===== src/rtl/pipeline_ctrl_pkg.sv =====
// ============================================================================
// Module  : pipeline_ctrl_pkg
// Brief   : Shared types and constants for the pipeline stall/flush sequencer.
// Revision: 1.0 - initial release
// ============================================================================
`default_nettype none

package pipeline_ctrl_pkg;

    typedef logic [4:0] Stall_t;

    localparam int STG_PC     = 0;
    localparam int STG_IF_ID  = 1;
    localparam int STG_ID_EX  = 2;
    localparam int STG_EX_MEM = 3;
    localparam int STG_WB     = 4;

    typedef logic [1:0] Ctrl_state_t;

    localparam Ctrl_state_t S_RUN   = 2'd0;
    localparam Ctrl_state_t S_MDU   = 2'd1;
    localparam Ctrl_state_t S_FLUSH = 2'd2;

    localparam logic [31:0] EXC_VECTOR_DEFAULT = 32'hBFC0_0380;

    localparam Stall_t STALL_NONE = 5'b00000;
    localparam Stall_t STALL_ALL  = 5'b11111;
    localparam Stall_t STALL_EX   = 5'b00111;
    localparam Stall_t STALL_ID   = 5'b00011;

endpackage

`default_nettype wire


===== src/rtl/pipeline_ctrl_mdu_timer.sv =====
// ============================================================================
// Module  : pipeline_ctrl_mdu_timer
// Brief   : Loadable down-counter with zero flag timing MUL/DIV occupancy.
// Revision: 1.0 - initial release
// ============================================================================
`default_nettype none

module pipeline_ctrl_mdu_timer #(
    parameter int CW = 5
) (
    input  logic          clk,
    input  logic          rst,
    input  logic          clear_i,
    input  logic          load_i,
    input  logic [CW-1:0] load_val_i,
    output logic [CW-1:0] count_o,
    output logic          zero_o
);

    logic [CW-1:0] count_q;
    logic [CW-1:0] count_d;

    // Clear (exception abort) beats load; otherwise count down and park at zero.
    always_comb begin
        count_d = count_q;
        if (clear_i) begin
            count_d = '0;
        end else if (load_i) begin
            count_d = load_val_i;
        end else if (count_q != '0) begin
            count_d = count_q - CW'(1);
        end
    end

    always_ff @(posedge clk or posedge rst) begin
        if (rst) begin
            count_q <= '0;
        end else begin
            count_q <= count_d;
        end
    end

    assign count_o = count_q;
    assign zero_o  = (count_q == '0);

endmodule

`default_nettype wire


===== src/rtl/pipeline_ctrl.sv =====
// ============================================================================
// Module  : pipeline_ctrl
// Brief   : Stall/flush sequencer for the 5-stage pipeline: merges stall
//           requests, times MUL/DIV in EX, turns exceptions into flush+redirect.
//           Optional stall performance counter: PIPELINE_CTRL_PERF_EN.
// Revision: 1.0 - initial release
// ============================================================================
`default_nettype none

module pipeline_ctrl
    import pipeline_ctrl_pkg::*;
#(
    parameter int          MUL_CYCLES = 2,
    parameter int          DIV_CYCLES = 32,
    parameter logic [31:0] EXC_VECTOR = EXC_VECTOR_DEFAULT
) (
    input  logic        clk,
    input  logic        rst,
    input  logic        stallreq_id,
    input  logic        stallreq_ex,
    input  logic        mdu_start,
    input  logic        mdu_div,
    input  logic        exc_valid,
    input  logic        exc_is_eret,
    input  logic [31:0] epc,
    output logic [4:0]  stall,
    output logic        flush,
    output logic [31:0] new_pc,
    output logic        mdu_busy,
    output logic        mdu_done,
    output logic [31:0] stall_cycles
);

    localparam int            CW       = $clog2(DIV_CYCLES);
    localparam logic [CW-1:0] MUL_LOAD = CW'(MUL_CYCLES - 2);
    localparam logic [CW-1:0] DIV_LOAD = CW'(DIV_CYCLES - 2);

    Ctrl_state_t   state_q;
    Ctrl_state_t   state_d;
    logic [31:0]   new_pc_q;
    logic [31:0]   new_pc_d;
    logic          cnt_load;
    logic          cnt_clear;
    logic [CW-1:0] cnt_load_val;
    logic [CW-1:0] cnt_value;
    logic          cnt_zero;
    Stall_t        stall_w;

    pipeline_ctrl_mdu_timer #(
        .CW (CW)
    ) u_mdu_timer (
        .clk        (clk),
        .rst        (rst),
        .clear_i    (cnt_clear),
        .load_i     (cnt_load),
        .load_val_i (cnt_load_val),
        .count_o    (cnt_value),
        .zero_o     (cnt_zero)
    );

    assign cnt_load_val = mdu_div ? DIV_LOAD : MUL_LOAD;

    // Reset also forces the combinational hold enables low so every output
    // reads zero the moment rst rises, even with requests still asserted.
    always_comb begin
        stall_w = STALL_NONE;
        if (rst || state_q == S_FLUSH) begin
            stall_w = STALL_NONE;
        end else if (exc_valid) begin
            stall_w = STALL_ALL;
        end else if (state_q == S_RUN && mdu_start) begin
            stall_w = STALL_EX;
        end else if (state_q == S_MDU && !cnt_zero) begin
            stall_w = STALL_EX;
        end else if (stallreq_ex) begin
            stall_w = STALL_EX;
        end else if (stallreq_id) begin
            stall_w = STALL_ID;
        end
    end

    always_comb begin
        state_d   = state_q;
        new_pc_d  = new_pc_q;
        cnt_load  = 1'b0;
        cnt_clear = 1'b0;
        case (state_q)
            S_RUN: begin
                if (exc_valid) begin
                    state_d   = S_FLUSH;
                    new_pc_d  = exc_is_eret ? epc : EXC_VECTOR;
                    cnt_clear = 1'b1;
                end else if (mdu_start) begin
                    state_d  = S_MDU;
                    cnt_load = 1'b1;
                end
            end
            S_MDU: begin
                if (exc_valid) begin
                    state_d   = S_FLUSH;
                    new_pc_d  = exc_is_eret ? epc : EXC_VECTOR;
                    cnt_clear = 1'b1;
                end else if (cnt_zero) begin
                    state_d = S_RUN;
                end
            end
            S_FLUSH: begin
                state_d = S_RUN;
            end
            default: begin
                state_d = S_RUN;
            end
        endcase
    end

    always_ff @(posedge clk or posedge rst) begin
        if (rst) begin
            state_q  <= S_RUN;
            new_pc_q <= 32'h0;
        end else begin
            state_q  <= state_d;
            new_pc_q <= new_pc_d;
        end
    end

    assign stall    = stall_w;
    assign flush    = (state_q == S_FLUSH);
    assign new_pc   = new_pc_q;
    assign mdu_busy = (state_q == S_MDU);
    assign mdu_done = (state_q == S_MDU) && cnt_zero;

`ifdef PIPELINE_CTRL_PERF_EN
    logic [31:0] perf_q;

    always_ff @(posedge clk or posedge rst) begin
        if (rst) begin
            perf_q <= 32'h0;
        end else if (stall_w[STG_PC]) begin
            perf_q <= perf_q + 32'h1;
        end
    end

    assign stall_cycles = perf_q;
`else
    assign stall_cycles = 32'h0;
`endif

endmodule

`default_nettype wire


===== config.mk =====
export PLATFORM = sky130hd
export DESIGN_NAME = pipeline_ctrl
export DESIGN_NICKNAME = d
export VERILOG_FILES = /design/src/rtl/pipeline_ctrl_pkg.sv /design/src/rtl/pipeline_ctrl_mdu_timer.sv /design/src/rtl/pipeline_ctrl.sv
export SDC_FILE = /design/constraint.sdc
export NUM_CORES = 1
export LEC_CHECK = 0
export BUFFER_PORTS_ARGS = -buffer_cell sky130_fd_sc_hd__buf_4
export CORE_ASPECT_RATIO = 1.1
export CORE_UTILIZATION = 44
export CTS_CLUSTER_SIZE = 16
export DETAILED_ROUTE_END_ITERATION = 10
export GPL_TIMING_DRIVEN = 0
export HOLD_SLACK_MARGIN = 0.06
export PLACE_DENSITY = 0.79
export SYNTH_ARGS = -nofsm -noshare
export SYNTH_HDL_FRONTEND = slang
export SYNTH_HIERARCHICAL = 1
export SYNTH_SLANG_ARGS = --single-unit

===== constraint.sdc =====
create_clock -name clk -period 4.4 [get_ports clk]
set_clock_uncertainty 0.1 [all_clocks]
set_input_delay 1.32 -clock clk [delete_from_list [all_inputs] [get_ports clk]]
set_output_delay 1.32 -clock clk [all_outputs]
set_load 0.01 [all_outputs]

After elaboration in Yosys (flattened, before gate mapping)
Index checks and enable logic that the tools add are counted.

Memories kept: 0. Memory bits (read-only): 0. Register bits after elaboration: 39. Logic and storage cells: 41. Latch bits: 0. RAM bits: 0. Output and inout port bits: 72.

Bitwise operators: 0. Divide/modulo/power cells: 0. Mux-type cells: 21. Eq/ne operators: 4. Shift operators: 0. Add/subtract/negate cells: 1. Magnitude comparators: 0. Reductions and logical operators: 12. Multiply operators: 0.

Operators by type and width (count): two-way mux 32 bit (1); two-way mux 5 bit (6); two-way mux 2 bit (5); two-way mux 3 bit (3); logical NOT 5 bit (1); two-way mux 1 bit (5); nonzero test 5 bit (1); subtractor 5 x 1 -> 5 bit, second input constant (1); one-hot mux 2 bit (2 select lines) (1); AND reduction 2 bit (2); logical AND 1 bit (3); inequality test 3 x 2 -> 1 bit, second input constant (1); inequality test 3 bit, second input constant (1); nonzero test 3 bit (1); equality test 2 x 1 -> 1 bit, second input constant (1); equality test 2 bit, second input constant (1); logical NOT 2 bit (1); OR reduction 2 bit (1); logical NOT 1 bit (1); logical OR 1 bit (1).

Longest topological paths before layout
Gate-level depths: netlist of the first run.

Depth after elaboration: 7. Gate-level depth with buffers: 7. Mapped depth without buffers: 6.

Hierarchy
The synthesis of the first run kept the hierarchy.

Modules (own cells, without submodules): pipeline_ctrl (cells an instance 193, area each 1714.1 um2, instances 1, sequential area each 850.8 um2); pipeline_ctrl_mdu_timer (cells an instance 33, area each 310.3 um2, instances 1, sequential area each 125.1 um2).

Worst setup path before layout of the first run
Ideal clock, no wire load.

Path kind: input -> output. Start point: in rst. End point: out stall[1]. Setup slack: 281 ps. Stages: 4. Data required time: 2980 ps. Arrival time: 2699 ps. Path buffers: 1. Cells stage by stage: inv_1 > o211ai_1 > o311ai_1 > buf_4.

Longest elaborated chain between the ends: 2.

RTL lines: start, declared (RTL line pipeline_ctrl.sv:18) `input logic rst,`; logical OR 1 bit (RTL line pipeline_ctrl.sv:67) `if (rst || state_q == S_FLUSH) begin`; two-way mux 5 bit (RTL line pipeline_ctrl.sv:67); end, declared (RTL line pipeline_ctrl.sv:26) `output logic [4:0] stall,`.

Every way passes these cells.

Worst setup path in the final report of the first run
Ends and elaborated chain as after synthesis.

==> results, run 1 <==
- The area of the die is about 4900 um2.
- The register cell area after layout is around 980 um2.
- Data arrives at the worst endpoint at about 2.5 ns.
- In the layout the commonest cells are sky130_fd_sc_hd__buf_4 (114), sky130_fd_sc_hd__nand2_1 (42), sky130_fd_sc_hd__dfrtp_1 (39), sky130_fd_sc_hd__conb_1 (33).
- The share of the clock period used by the worst path is 0.9009.
- The global router's overall resource usage is 0.1910.
- The setup path with the least slack is of type input port to output port.
- Of the post-synthesis cell area, the dominant cell type holds 0.4821.
- The flow ran to the end, and the final reports show no timing, DRC or antenna violations.
- The final core utilization is 0.6786.
- The setup check on the worst reg-to-reg path leaves a slack of roughly 2.6 ns.
- Clock-pin slew was measured on the worst setup and hold paths at roughly 0.080 ns.
- Setup repair after global routing left no endpoint under its margin.
- For this configuration, the core starts out at a cell density of 0.4656.
- The maximum number of pins on one net before global-route repair is 36.
- The number of core rows is 25.
- The remaining routing DRC violations is 0.
- The ratio of cells with drive above 1 in the final layout is 0.3844.
- In the synthesized netlist the dominant register cell turns out to be sky130_fd_sc_hd__dfrtp_1.
- The H-tree was split into 2 levels.
- For this design the static power due to leakage is between 0.0015 and 0.002 uW.
- The standard cell core area is between 4000 and 5000 um2.
- The pre-antenna-repair detailed-routing pass consisted of 4 iterations.
- The final route contains 1787 vias.
- From synthesis to final layout, the design area changed by 45.74%.
- The synthesized design contains 39 register bits.
- The worst hold path passes through 2 cells.
- The endpoint identified for the worst register-to-register timing path is u_mdu_timer/count_o[1].
- The layout filler cell count is between 300 and 400.
- The detail route stage leaves a number of antenna-violating nets equal to 0.
- Counting I/O delays and the setup requirement, the final critical path takes between 3 and 4 ns.
- The repair_antennas step left the layout with diodes totalling 0.
- Counting flops with an async set or reset pin after synthesis yields a share of 1.000.
- Across the run, the number of max-cap violations was 0.
- The initial antenna violation count came to 0.
- The half-perimeter wire length after detailed placement is between 3 and 4 mm.
- The sequential group share of total power is 0.397.
- The setup-violating endpoint count in the final report is 0.
- For the pin with the worst max-slew slack, the measured transition is 0.8126 ns.
- The iteration-0 DRC count of the detailed router is between 50 and 60.
- The clock share of power is 0.316.
- The max-slew violation count came to 0.
- The routability congestion estimate from global placement is between 0.8 and 0.9.
- The part of the total power dissipated in combinational logic is 0.287.
- The global-route wire length before repair is 6.934 mm.
- In the synthesized netlist, the number of instances is 226.
- The TritonCTS clock tree is yes.
- In the final routed layout, each cell accounts on average for 11.40 um.
- After detailed routing, the total wire length is between 4 and 5 mm.
- The critical hold path startpoint is new_pc[13].
- The number of buffers inserted by hold repair at cts is 0.
- Of the synthesized area, sequential elements account for 0.4821.
- Across all hold checks on the routed design, the worst slack comes to ~0.37 ns.
- The path with the worst hold slack has its endpoint at new_pc[13].
- The post-CTS setup repair buffer count is 0.
- The headroom to the max-slew limit is 0.4553.
- The mapped netlist covers around 2000 um2.
- The sink count of the clock tree is 39.
- The kind of start point of the critical path is an input port.
- The post-layout worst setup margin is 0.4359 ns.
- Internal power comes to ~800 uW.
- The worst-case setup slack after placement is -0.2470 ns.
- The floorplan step set the die height to 73.14 um.
- The clock root buffer is sky130_fd_sc_hd__clkbuf_8.
- Using the TritonRoute via totals, the vias-per-cell ratio works out to between 4 and 5.
- By area the synthesized netlist is led by sky130_fd_sc_hd__dfrtp_1 (48%), sky130_fd_sc_hd__buf_4 (13%), sky130_fd_sc_hd__nand2_1 (7.8%).
- The net load switching power is roughly 320 uW.
- The worst setup path is captured at an output port.
- Of the total power, the share spent switching nets is 0.2836.
- The number of unique standard cell types used by synthesis is 34.
- The largest area contributor in the netlist is sky130_fd_sc_hd__dfrtp_1.
- The clock reaches the later pin of the worst-skew pair after between 0.2 and 0.3 ns.
- The via count of the first global-routing pass is between 1500 and 2000.
- For this run, the number of Yosys warnings is 6.
- The worst path required time is between 2 and 3 ns.
- Of all nets on the critical path, the largest fanout is 18.
- The power density of the placed cells is around 380 nW/um2.
- The residual overflow from global routing is 0.
- In this run, synthesis inferred 0 flip-flops with an integrated enable.
- The launching point of the worst reg2reg path is state_q[1].
- In this run, CTS created clock tree buffers numbering 5.
- The mean instance size in the synthesized netlist is around 9 um2.
- The clock passes through at most 2 buffers.
- The top achievable clock speed is around 250 MHz.
- The count of boundary I/O pins is 112.
- Measured along the x axis, the die boundary spans about 67 um.
- In this run the tool buffered the top-level ports with 79 buffer cells.
- In the final design database the tool counted ~390 nets.
- The worst hold path belongs to the class flop to flop.
- The count of endpoints failing hold in the final timing report is 0.
- The worst register-to-register path has a depth of 6.
- The area of the multi-input gates is ~760 um2.
- The most common cell after layout, fill and taps aside is sky130_fd_sc_hd__buf_4.
- The peak supply drop is 205.9 uV.
==> power by group through the flow <==
stage / Sequential (uW) / Clock (uW) / Combinational (uW)
2_1_floorplan: 463 / 0 / 189
3_3_place_gp: 450 / 0 / 319
3_5_place_dp: 453 / 0 / 324
4_1_cts: 446 / 363 / 325
5_1_grt: 451 / 378 / 358
6_report: 445 / 355 / 323
==> cell usage after synthesis, types with 3 or more instances <==
cell / count
sky130_fd_sc_hd__nor3_1: 4
sky130_fd_sc_hd__nor2_1: 16
sky130_fd_sc_hd__buf_4: 35
sky130_fd_sc_hd__buf_1: 3
sky130_fd_sc_hd__nand2_1: 42
sky130_fd_sc_hd__nand3_1: 20
sky130_fd_sc_hd__inv_1: 21
sky130_fd_sc_hd__buf_6: 3
sky130_fd_sc_hd__a31oi_1: 12
sky130_fd_sc_hd__dfrtp_1: 39
==> kinds of logic (layout without fill, tap and decap cells) <==
logic type / after synthesis / in the layout / share of synthesized area
AND/OR/NAND/NOR: 94 / 94 / 0.2206
buffers and inverters: 67 / 155 / 0.2027
flip-flops: 39 / 39 / 0.4821
AO/OA/AOI/OAI: 23 / 23 / 0.08220
adder cells (fa/ha/maj): 1 / 1 / 0.006179
other: 1 / 33 / 0.001852
XOR/XNOR: 1 / 1 / 0.004327
==> area by class of cell <==
| cell class | instances | share of cell area |
|---|---|---|
| buffer | 45 | 0.1103 |
| clock buffer | 5 | 0.02332 |
| clock inverter | 3 | 0.02290 |
| inverter | 22 | 0.03011 |
| multi-input combinational | 152 | 0.2570 |
| sequential | 39 | 0.3308 |
| tap | 54 | 0.02290 |
| timing repair buffer | 79 | 0.2010 |
| timing repair inverter | 1 | 0.001696 |
==> metal layers <==
layer / routed length [um] / GRT usage / share of wire / up-vias
met4: 65 / 0.07801 / 0.014 / 0
li1: - / - / - / 905
met5: 0 / 0 / 0 / -
met2: 2392 / 0.3356 / 0.52 / 72
met3: 371 / 0.05313 / 0.081 / 4
met1: 1730 / 0.2149 / 0.38 / 806
==> through the flow <==
stage,std cells,setup TNS (ns),cell area (um2),power [uW]
6_report,400,0,2950,1123
5_1_grt,400,0,2950,1188
4_1_cts,399,0,2945,1133
3_5_place_dp,391,-0.4756,2805,776.7
3_3_place_gp,391,-0.4140,2805,769.0
2_1_floorplan,258,0,2145,651.5
==> worst max path at each step <==
stage	to	start	depth (start not counted)
2_1_floorplan	stall[1]	rst	4
3_5_place_dp	stall[1]	rst	6
4_1_cts	stall[1]	rst	6
6_report	stall[1]	rst	6
3_3_place_gp	stall[1]	rst	6
5_1_grt	stall[1]	rst	6
==> critical path, stage by stage <==
cell and delay [ns]:
sky130_fd_sc_hd__buf_4 0.14, sky130_fd_sc_hd__clkinvlp_4 0.37, sky130_fd_sc_hd__o211ai_1 0.27, sky130_fd_sc_hd__o311ai_1 0.16, sky130_fd_sc_hd__buf_4 0.16, sky130_fd_sc_hd__buf_4 0.13
==> flip-flops by register name, indices dropped and copies added, names as in the netlist <==
name,flops
state_q,2
u_mdu_timer/count_o,5
new_pc,32
==> what timing repair did <==
item,CTS,global route
endpoints found under the hold margin,0,0
endpoints found under the setup margin,3,2
gates cloned,0,1
resized for setup,1,0
(Power assumes the default switching activity.)
==> run 2, diff against run 1 <==
PLACE_DENSITY = 0.8   (was 0.79)
SYNTH_HIERARCHICAL = unset   (was 1)
==> run 2 against run 1 <==
Routed wire length down 5.2%. Global-route usage down 0.71 points. Non-clock buffer count unchanged. Clock power down 32%. Power down 8.9%. First-iteration DRC count up 7.3%. Sequential cell count unchanged. Combinational power up 5%. Synthesized area down 1.4%. Cell area down 3.3%. Critical path depth unchanged. Register-to-register slack better by 0.04 ns. Largest power group unchanged. Highest routed layer unchanged.
==> results, run 2 <==
- The setup-violating endpoint count in the final report is 0 (unchanged).
- The ratio of cells with drive above 1 in the final layout is 0.4024 (+0.01797).
- The share of synthesized flip-flops with an asynchronous set or reset is 1.000 (unchanged).
- The part of the total power dissipated in combinational logic was 0.331 (+0.044).
- The count of cells resized by post-cts repair is 0 (-1).
- Counting instances in the post-synthesis netlist gives the leading cell types as sky130_fd_sc_hd__nand2_1 (42), sky130_fd_sc_hd__dfrtp_1 (39), sky130_fd_sc_hd__buf_4 (37).
- The count of cells along the worst hold path is 2 (unchanged).
- The via density per instance was 4.321 (-3.3%).
- The number of unique standard cell types used by synthesis is 32 (-5.9%).
- The maximum number of pins on one net before global-route repair is 40 (+11%).
- The count of mapped cells out of synthesis is 222 (-1.8%).
- The final net count is 379 (-1.8%).
- Of all cell types, the one taking the most synthesized area is sky130_fd_sc_hd__dfrtp_1.
- The half-perimeter wire length after detailed placement was 3.374 mm (-3.1%).
- The vertical die dimension is 72.66 um (-0.66%).
- The total via count in the routed design was 1694 (-5.2%).
- The most used flip-flop cell after synthesis is sky130_fd_sc_hd__dfrtp_1.
- The top achievable clock speed came to 268.3 MHz (+6.3%).
- The post-route minimum period is 3.728 ns (-0.2365 ns).
- The sequential group share of total power is 0.434 (+0.037).
- The power density of the placed cells was 358.2 nW/um2 (-5.9%).
- The residual overflow from global routing is 0 (unchanged).
- The number of warnings reported in the yosys synthesis log came to 0 (-6).
- The quantity of I/O buffers inserted on ports is 78 (-1.3%).
- The design internal power was 708.9 uW (-12%).
- The headroom to the max-slew limit is 0.4719 (+0.01665).
- The total CTS buffers is 5 (unchanged).
- In this run the worst hold path is classified as flop to flop.
- The remaining antenna violation count is 0 (unchanged).
- The clock network latency to the later pin of the worst-skew pair came to 0.28 ns (about the same).
- The actual slew at the worst max-slew pin is 0.7910 ns (-0.02166 ns).
- The mean instance size in the synthesized netlist is 8.995 um2 (+0.42%).
- The clock share of power was 0.235 (-0.081).
- The post-CTS setup repair buffer count is 0 (unchanged).
- The global-route wire length before repair came to 6.637 mm (-4.3%).
- The initial antenna violation count is 0 (unchanged).
- The number of flops mapped to enable cells by yosys is 0 (unchanged).
- The flip-flop and latch count after synthesis was 39 (unchanged).
- The standard cell core area is 4317 um2 (-0.72%).
- The leakage dissipation is 0.001600 uW (-2.9%).
- The layout filler cell count is 371 (-1.1%).
- The flow ran to the end, and the final reports show no timing, DRC or antenna violations.
- The global router's overall resource usage was 0.1839 (-0.007084).
- The number of cells traversed by the worst register-to-register path was 6 (unchanged).
- The library cell used most frequently in the layout, excluding fill and tap cells, is sky130_fd_sc_hd__buf_4.
- The effective utilization at floorplan came to 0.4626 (-0.003003).
- The via count of the first global-routing pass is 1521 (-4.4%).
- The number of detailed-routing iterations run before antenna repair came to 4 (unchanged).
- The worst path required time is 2.98 ns (about the same).
- The count of boundary I/O pins is 112 (unchanged).
- The number of cells in the design after placement is 385 (-1.5%).
- The tree is rooted in a sky130_fd_sc_hd__clkbuf_8.
- The number of core rows is 25 (unchanged).
- The arrival time at the worst endpoint is 2.31 ns (-0.23 ns).
- The sequential cell area fraction in the yosys report is 0.4887 (+0.006645).
- In the post-synthesis netlist, the biggest area contributors are sky130_fd_sc_hd__dfrtp_1 (49%), sky130_fd_sc_hd__buf_4 (14%), sky130_fd_sc_hd__nand2_1 (7.9%).
- Relative to the synthesized area, the layout overhead comes to 42.92%.
- The mean routed wirelength per cell is 11.03 um (-3.3%).
- The share of the clock period used by the worst path came to 0.8472 (-0.05375).
- The iteration-0 DRC count of the detailed router is 59 (+7.3%).
- The final-layout setup total negative slack is 0 ns (unchanged).
- TritonCTS built the clock tree.
- The switching power as a share of total power is 0.3066 (+0.02294).
- STA classifies the critical path startpoint as an input port.
- The antenna diode count is 0 (unchanged).
- STA classifies the critical path endpoint as an output port.
- The deepest level of the CTS H-tree is 2 (unchanged).
- The die span in x came to 66.23 um (-0.67%).
- The area of the die came to 4812 um2 (-1.3%).
- The max-slew violation count was 0 (unchanged).
- The netlist area before placement is 1997 um2 (-1.4%).
- The final instance count without filler cells is 392 (-2.0%).
- Leaving out fill and tap cells, the most frequent cells in the layout are sky130_fd_sc_hd__buf_4 (115), sky130_fd_sc_hd__nand2_1 (42), sky130_fd_sc_hd__dfrtp_1 (39), sky130_fd_sc_hd__conb_1 (32), sky130_fd_sc_hd__nand3_1 (20).
- The net load switching power came to 313.4 uW (-1.6%).
- Setup repair after global routing left no endpoint under its margin.
- The count of maximum capacitance violations is 0 (unchanged).
- The number of buffers inserted by hold repair at cts was 0 (unchanged).
- The routed wire length is 4.323 mm (-5.2%).
- The sink count of the clock tree is 39 (unchanged).
- The peak supply drop is 217.5 uV (+5.6%).
- The critical path in this run is classified as input port to output port.
- The number of buffers between clock root and the deepest sink was 2 (unchanged).
- The largest fanout on the critical path is 6 (-12).
- The routability congestion estimate from global placement is 0.7718 (-6.0%).
- The remaining routing DRC violations was 0 (unchanged).
- The clock transition time at the flip-flop clock pins of the worst setup and hold paths came to 0.07 ns (about the same).
- The area share of the largest cell type after synthesis is 0.4887 (+0.006645).
- The count of endpoints failing hold in the final timing report is 0 (unchanged).
- sky130_fd_sc_hd__nand2_1 is the most common cell in the netlist.
- The number of flip-flops under the largest register name is 32 (unchanged).
[run 2: final timing paths]
kind / from / to / slack, ns
min in group asynchronous: rst / new_pc[22] / 1.09
max in group asynchronous: rst / new_pc[20] / 2.60
setup reg to reg: u_mdu_timer.count_o[0] / u_mdu_timer.count_o[3] / 2.61
hold reg to reg: new_pc[16] / new_pc[16] / 0.37
setup / recovery: mdu_start / stall[1] / 0.67
hold / removal: new_pc[16] / new_pc[16] / 0.37
[run 2: per-stage QoR]
stage / hold slack (ns) / total power, uW / area, um2 / setup WS [ns] / util
2_1_floorplan: 0.4070 / 664.5 / 2113 / 0.8474 / -
3_3_place_gp: 0.3516 / 777.8 / 2766 / 0.6953 / 0.6409
3_5_place_dp: 0.3583 / 792.8 / 2766 / 0.6720 / 0.6409
4_1_cts: 0.3741 / 1034 / 2854 / 0.6643 / 0.6612
5_1_grt: 0.4046 / 1080 / 2854 / 0.5705 / 0.6612
6_report: 0.3676 / 1022 / 2854 / 0.6724 / 0.6612
[run 2: worst max-delay path, stage by stage]
cell                      delay, ns
sky130_fd_sc_hd__buf_4         0.08
sky130_fd_sc_hd__nor3b_2       0.40
sky130_fd_sc_hd__a21oi_2       0.09
sky130_fd_sc_hd__a21oi_1       0.18
sky130_fd_sc_hd__buf_4         0.13
sky130_fd_sc_hd__buf_4         0.10
[run 2: layer usage]
layer	global-route usage	wire length [um]
met5	0	0
met4	0.1017	81
met3	0.03125	250
met2	0.3288	2263
met1	0.2051	1727
[run 2: power by group through the flow]
| stage | logic, uW | clock network, uW | registers [uW] |
|---|---|---|---|
| after floorplan | 204 | 0 | 460 |
| after global placement | 329 | 0 | 448 |
| after detailed placement | 342 | 0 | 451 |
| after CTS | 342 | 247 | 444 |
| after global routing | 369 | 259 | 451 |
| final | 338 | 241 | 443 |
[run 2: area by class of cell]
class                   instances  area (um2)  share of cell area
flip-flops and latches         39       975.9              0.3420
clock buffers                   6       82.58             0.02893
clock inverters                 1       5.005            0.001754
well taps                      54       67.56             0.02367
multi-input cells             150       740.7              0.2595
inverters                      18       67.56             0.02367
plain buffers                  46       329.1              0.1153
repair buffers                 78       585.6              0.2052
[run 2: logic make-up after synthesis]
logic type / Yosys count / share of synthesized area
flops: 39 / 0.4887
fa+ha+maj: 1 / 0.006265
other cells: 1 / 0.001878
buf+inv: 64 / 0.1986
xor+xnor: 3 / 0.01316
compound gates: 22 / 0.07331
simple gates: 91 / 0.2130
mux: 1 / 0.005013
==> run 3, diff against run 2 <==
CORE_UTILIZATION = 40   (was 44)
PLACE_DENSITY = 0.76   (was 0.8)
clock period = 3 ns   (was 4.4 ns; I/O delays follow)
==> run 3 against run 2 <==
Critical endpoint is now mdu_done. Count of clock-buffer cells in the layout increased by 2. First-iteration DRC count increased by 29%. Sequential power up 46%.
==> results, run 3 (same netlist as run 2, synthesis figures left out) <==
- The flow ran to the end, and the final reports show no timing, DRC or antenna violations.
- The cell sitting at the root of the clock tree is a sky130_fd_sc_hd__clkbuf_8.
- The total via count in the routed design is 1758 (+3.8%).
- The number of detailed-routing iterations run before antenna repair is 4 (unchanged).
- The arrival time at the worst endpoint is 1.92 ns (-0.39 ns).
- The post-route minimum period is between 2 and 3 ns.
- The kind of start point of the critical path is a flop.
- The initial antenna violation count is 0 (unchanged).
- The number of flip-flops under the largest register name is 32 (unchanged).
- The number of core rows was 26 (+4.0%).
- The worst path required time is 2.00 ns (-0.98 ns).
- The layout filler cell count came to 429 (+16%).
- The clock share of power is 0.241 (+0.006).
- STA classifies the critical path endpoint as an output port.
- The remaining antenna violation count is 0 (unchanged).
- The number of cells in the design after placement is 387 (+0.52%).
- The sequential group share of total power was 0.406 (-0.028).
- The global-route wire length before repair is 7.417 mm (+12%).
- The final-layout setup total negative slack was 0 ns (unchanged).
- The number of buffers between clock root and the deepest sink is 2 (unchanged).
- The iteration-0 DRC count of the detailed router came to 76 (+29%).
- The sink count of the clock tree is 39 (unchanged).
- The power density of the placed cells is 543.7 nW/um2 (+52%).
- The die span in x came to 69.37 um (+4.7%).
- The half-perimeter wire length after detailed placement is 3.288 mm (-2.5%).
- The total chip power is 1590 uW (+56%).
- The design internal power was 1113 uW (+57%).
- The final net count is 385 (+1.6%).
- The effective utilization at floorplan came to 0.4233 (-0.03927).
- The max-slew violation count came to 0 (unchanged).
- The class of the tightest hold or removal check is flop to flop.
- The via density per instance is 4.384 (+1.4%).
- The critical path class is flop to output port.
- The net load switching power is 477.3 uW (+52%).
- The TritonCTS clock tree is yes.
- The remaining routing DRC violations is 0 (unchanged).
- The largest fanout on the critical path is 5 (-1).
- The leakage dissipation is 0.001631 uW (+2.0%).
- The clock network latency to the later pin of the worst-skew pair is 0.28 ns (about the same).
- The ratio of cells with drive above 1 in the final layout is 0.4174 (+0.01502).
- The library cell used most frequently in the layout, excluding fill and tap cells, is sky130_fd_sc_hd__buf_4.
- The deepest level of the CTS H-tree is 2 (unchanged).
- The count of boundary I/O pins came to 112 (unchanged).
- The routability congestion estimate from global placement came to 0.7633 (-1.1%).
- The share of the clock period used by the worst path is 0.9748.
- The switching power as a share of total power came to 0.3002 (-0.006380).
- The count of endpoints failing hold in the final timing report is 0 (unchanged).
- The setup-violating endpoint count in the final report is 0 (unchanged).
- Relative to the synthesized area, the layout overhead comes to 46.43%.
- In the layout the commonest cells are sky130_fd_sc_hd__buf_4 (122), sky130_fd_sc_hd__nand2_1 (42), sky130_fd_sc_hd__dfrtp_1 (39), sky130_fd_sc_hd__conb_1 (32), sky130_fd_sc_hd__nand3_1 (20).
- The residual overflow from global routing is 0 (unchanged).
- The maximum number of pins on one net before global-route repair is 40 (unchanged).
- The quantity of I/O buffers inserted on ports is 78 (unchanged).
- The final instance count without filler cells is 401 (+2.3%).
- The total CTS buffers is 5 (unchanged).
- The headroom to the max-slew limit came to 0.4616 (-0.01030).
- The top achievable clock speed is ~340 MHz.
- The final core utilization is 0.6199 (-0.04127).
- Setup repair after global routing left no endpoint under its margin.
- The clock transition time at the flip-flop clock pins of the worst setup and hold paths is 0.07 ns (about the same).
- The antenna diode count is 0 (unchanged).
- The actual slew at the worst max-slew pin is 0.8064 ns (+0.01543 ns).
- The tightest hold margin is 0.3711 ns (+0.003530 ns).
- The global router's overall resource usage came to 0.1750 (-0.008916).
- The routed wire length is 4.464 mm (+3.3%).
- The standard cell core area is 4717 um2 (+9.3%).
- The peak supply drop is 284.7 uV (+31%).
- The part of the total power dissipated in combinational logic is 0.353 (+0.022).
- The count of maximum capacitance violations is 0 (unchanged).
- The mean routed wirelength per cell is 11.13 um (+0.94%).
- The vertical die dimension is 76.11 um (+4.7%).
- The via count of the first global-routing pass is 1689 (+11%).
- The area of the die is 5279 um2 (+9.7%).
## run 3: power groups by stage
stage               combinational, uW  sequential, uW  clock, uW
finish                            561             646        383
global route                      616             656        417
CTS                               510             645        398
detailed placement                493             659          0
global placement                  483             657          0
floorplan                         300             675          0
## run 3: repair_timing
item | CTS | global route
pin swaps | 1 | 3
setup endpoints to repair | 1 | 1
hold endpoints to repair | 0 | 0
hold buffers | 0 | 0
resized for setup | 3 | 0
buffers inserted | 3 | 5
## run 3: stage by stage
stage	instance area (um2)	worst slack [ns]
finish	2924	0.07570
CTS	2894	0.02598
floorplan	2113	0.2874
global route	2924	0.006969
detailed placement	2769	0.1257
global placement	2769	0.1599
## run 3: path summary, 6_finish.rpt
path	from	endpoint	slack, ns	depth (start not counted)
min in group asynchronous	rst	new_pc[22]	0.68	2
hold / removal	new_pc[2]	new_pc[2]	0.37	2
max in group asynchronous	rst	new_pc[21]	1.61	2
setup reg to reg	u_mdu_timer.count_o[1]	state_q[0]	1.18	7
setup / recovery	u_mdu_timer.count_o[1]	mdu_done	0.08	6
hold reg to reg	new_pc[2]	new_pc[2]	0.37	2
## run 3: layout make-up
type / instances / area, um2 / share of cell area
Buffer: 44 / 310.3 / 0.1061
Clock buffer: 8 / 100.1 / 0.03423
Inverter: 18 / 67.56 / 0.02311
Multi-Input combinational cell: 150 / 754.5 / 0.2580
Sequential cell: 39 / 975.9 / 0.3338
Tap cell: 56 / 70.07 / 0.02396
Timing Repair Buffer: 86 / 645.6 / 0.2208
## run 3: per-layer routing
metal  vias to the layer above  GRT usage  share of wire  wire (um)
met5                         -          0              0          0
met4                         0    0.07347          0.015         68
met3                         6    0.05423          0.080        359
met2                        69     0.3146           0.53       2362
met1                       797     0.1876           0.38       1674
li1                        886          -              -          -
## run 3: critical path: stages, from the launching register on
cell and delay, ns:
sky130_fd_sc_hd__dfrtp_1 0.38, sky130_fd_sc_hd__inv_1 0.06, sky130_fd_sc_hd__ha_2 0.19, sky130_fd_sc_hd__or4b_4 0.52, sky130_fd_sc_hd__buf_4 0.17, sky130_fd_sc_hd__nor3b_2 0.17, sky130_fd_sc_hd__buf_4 0.14
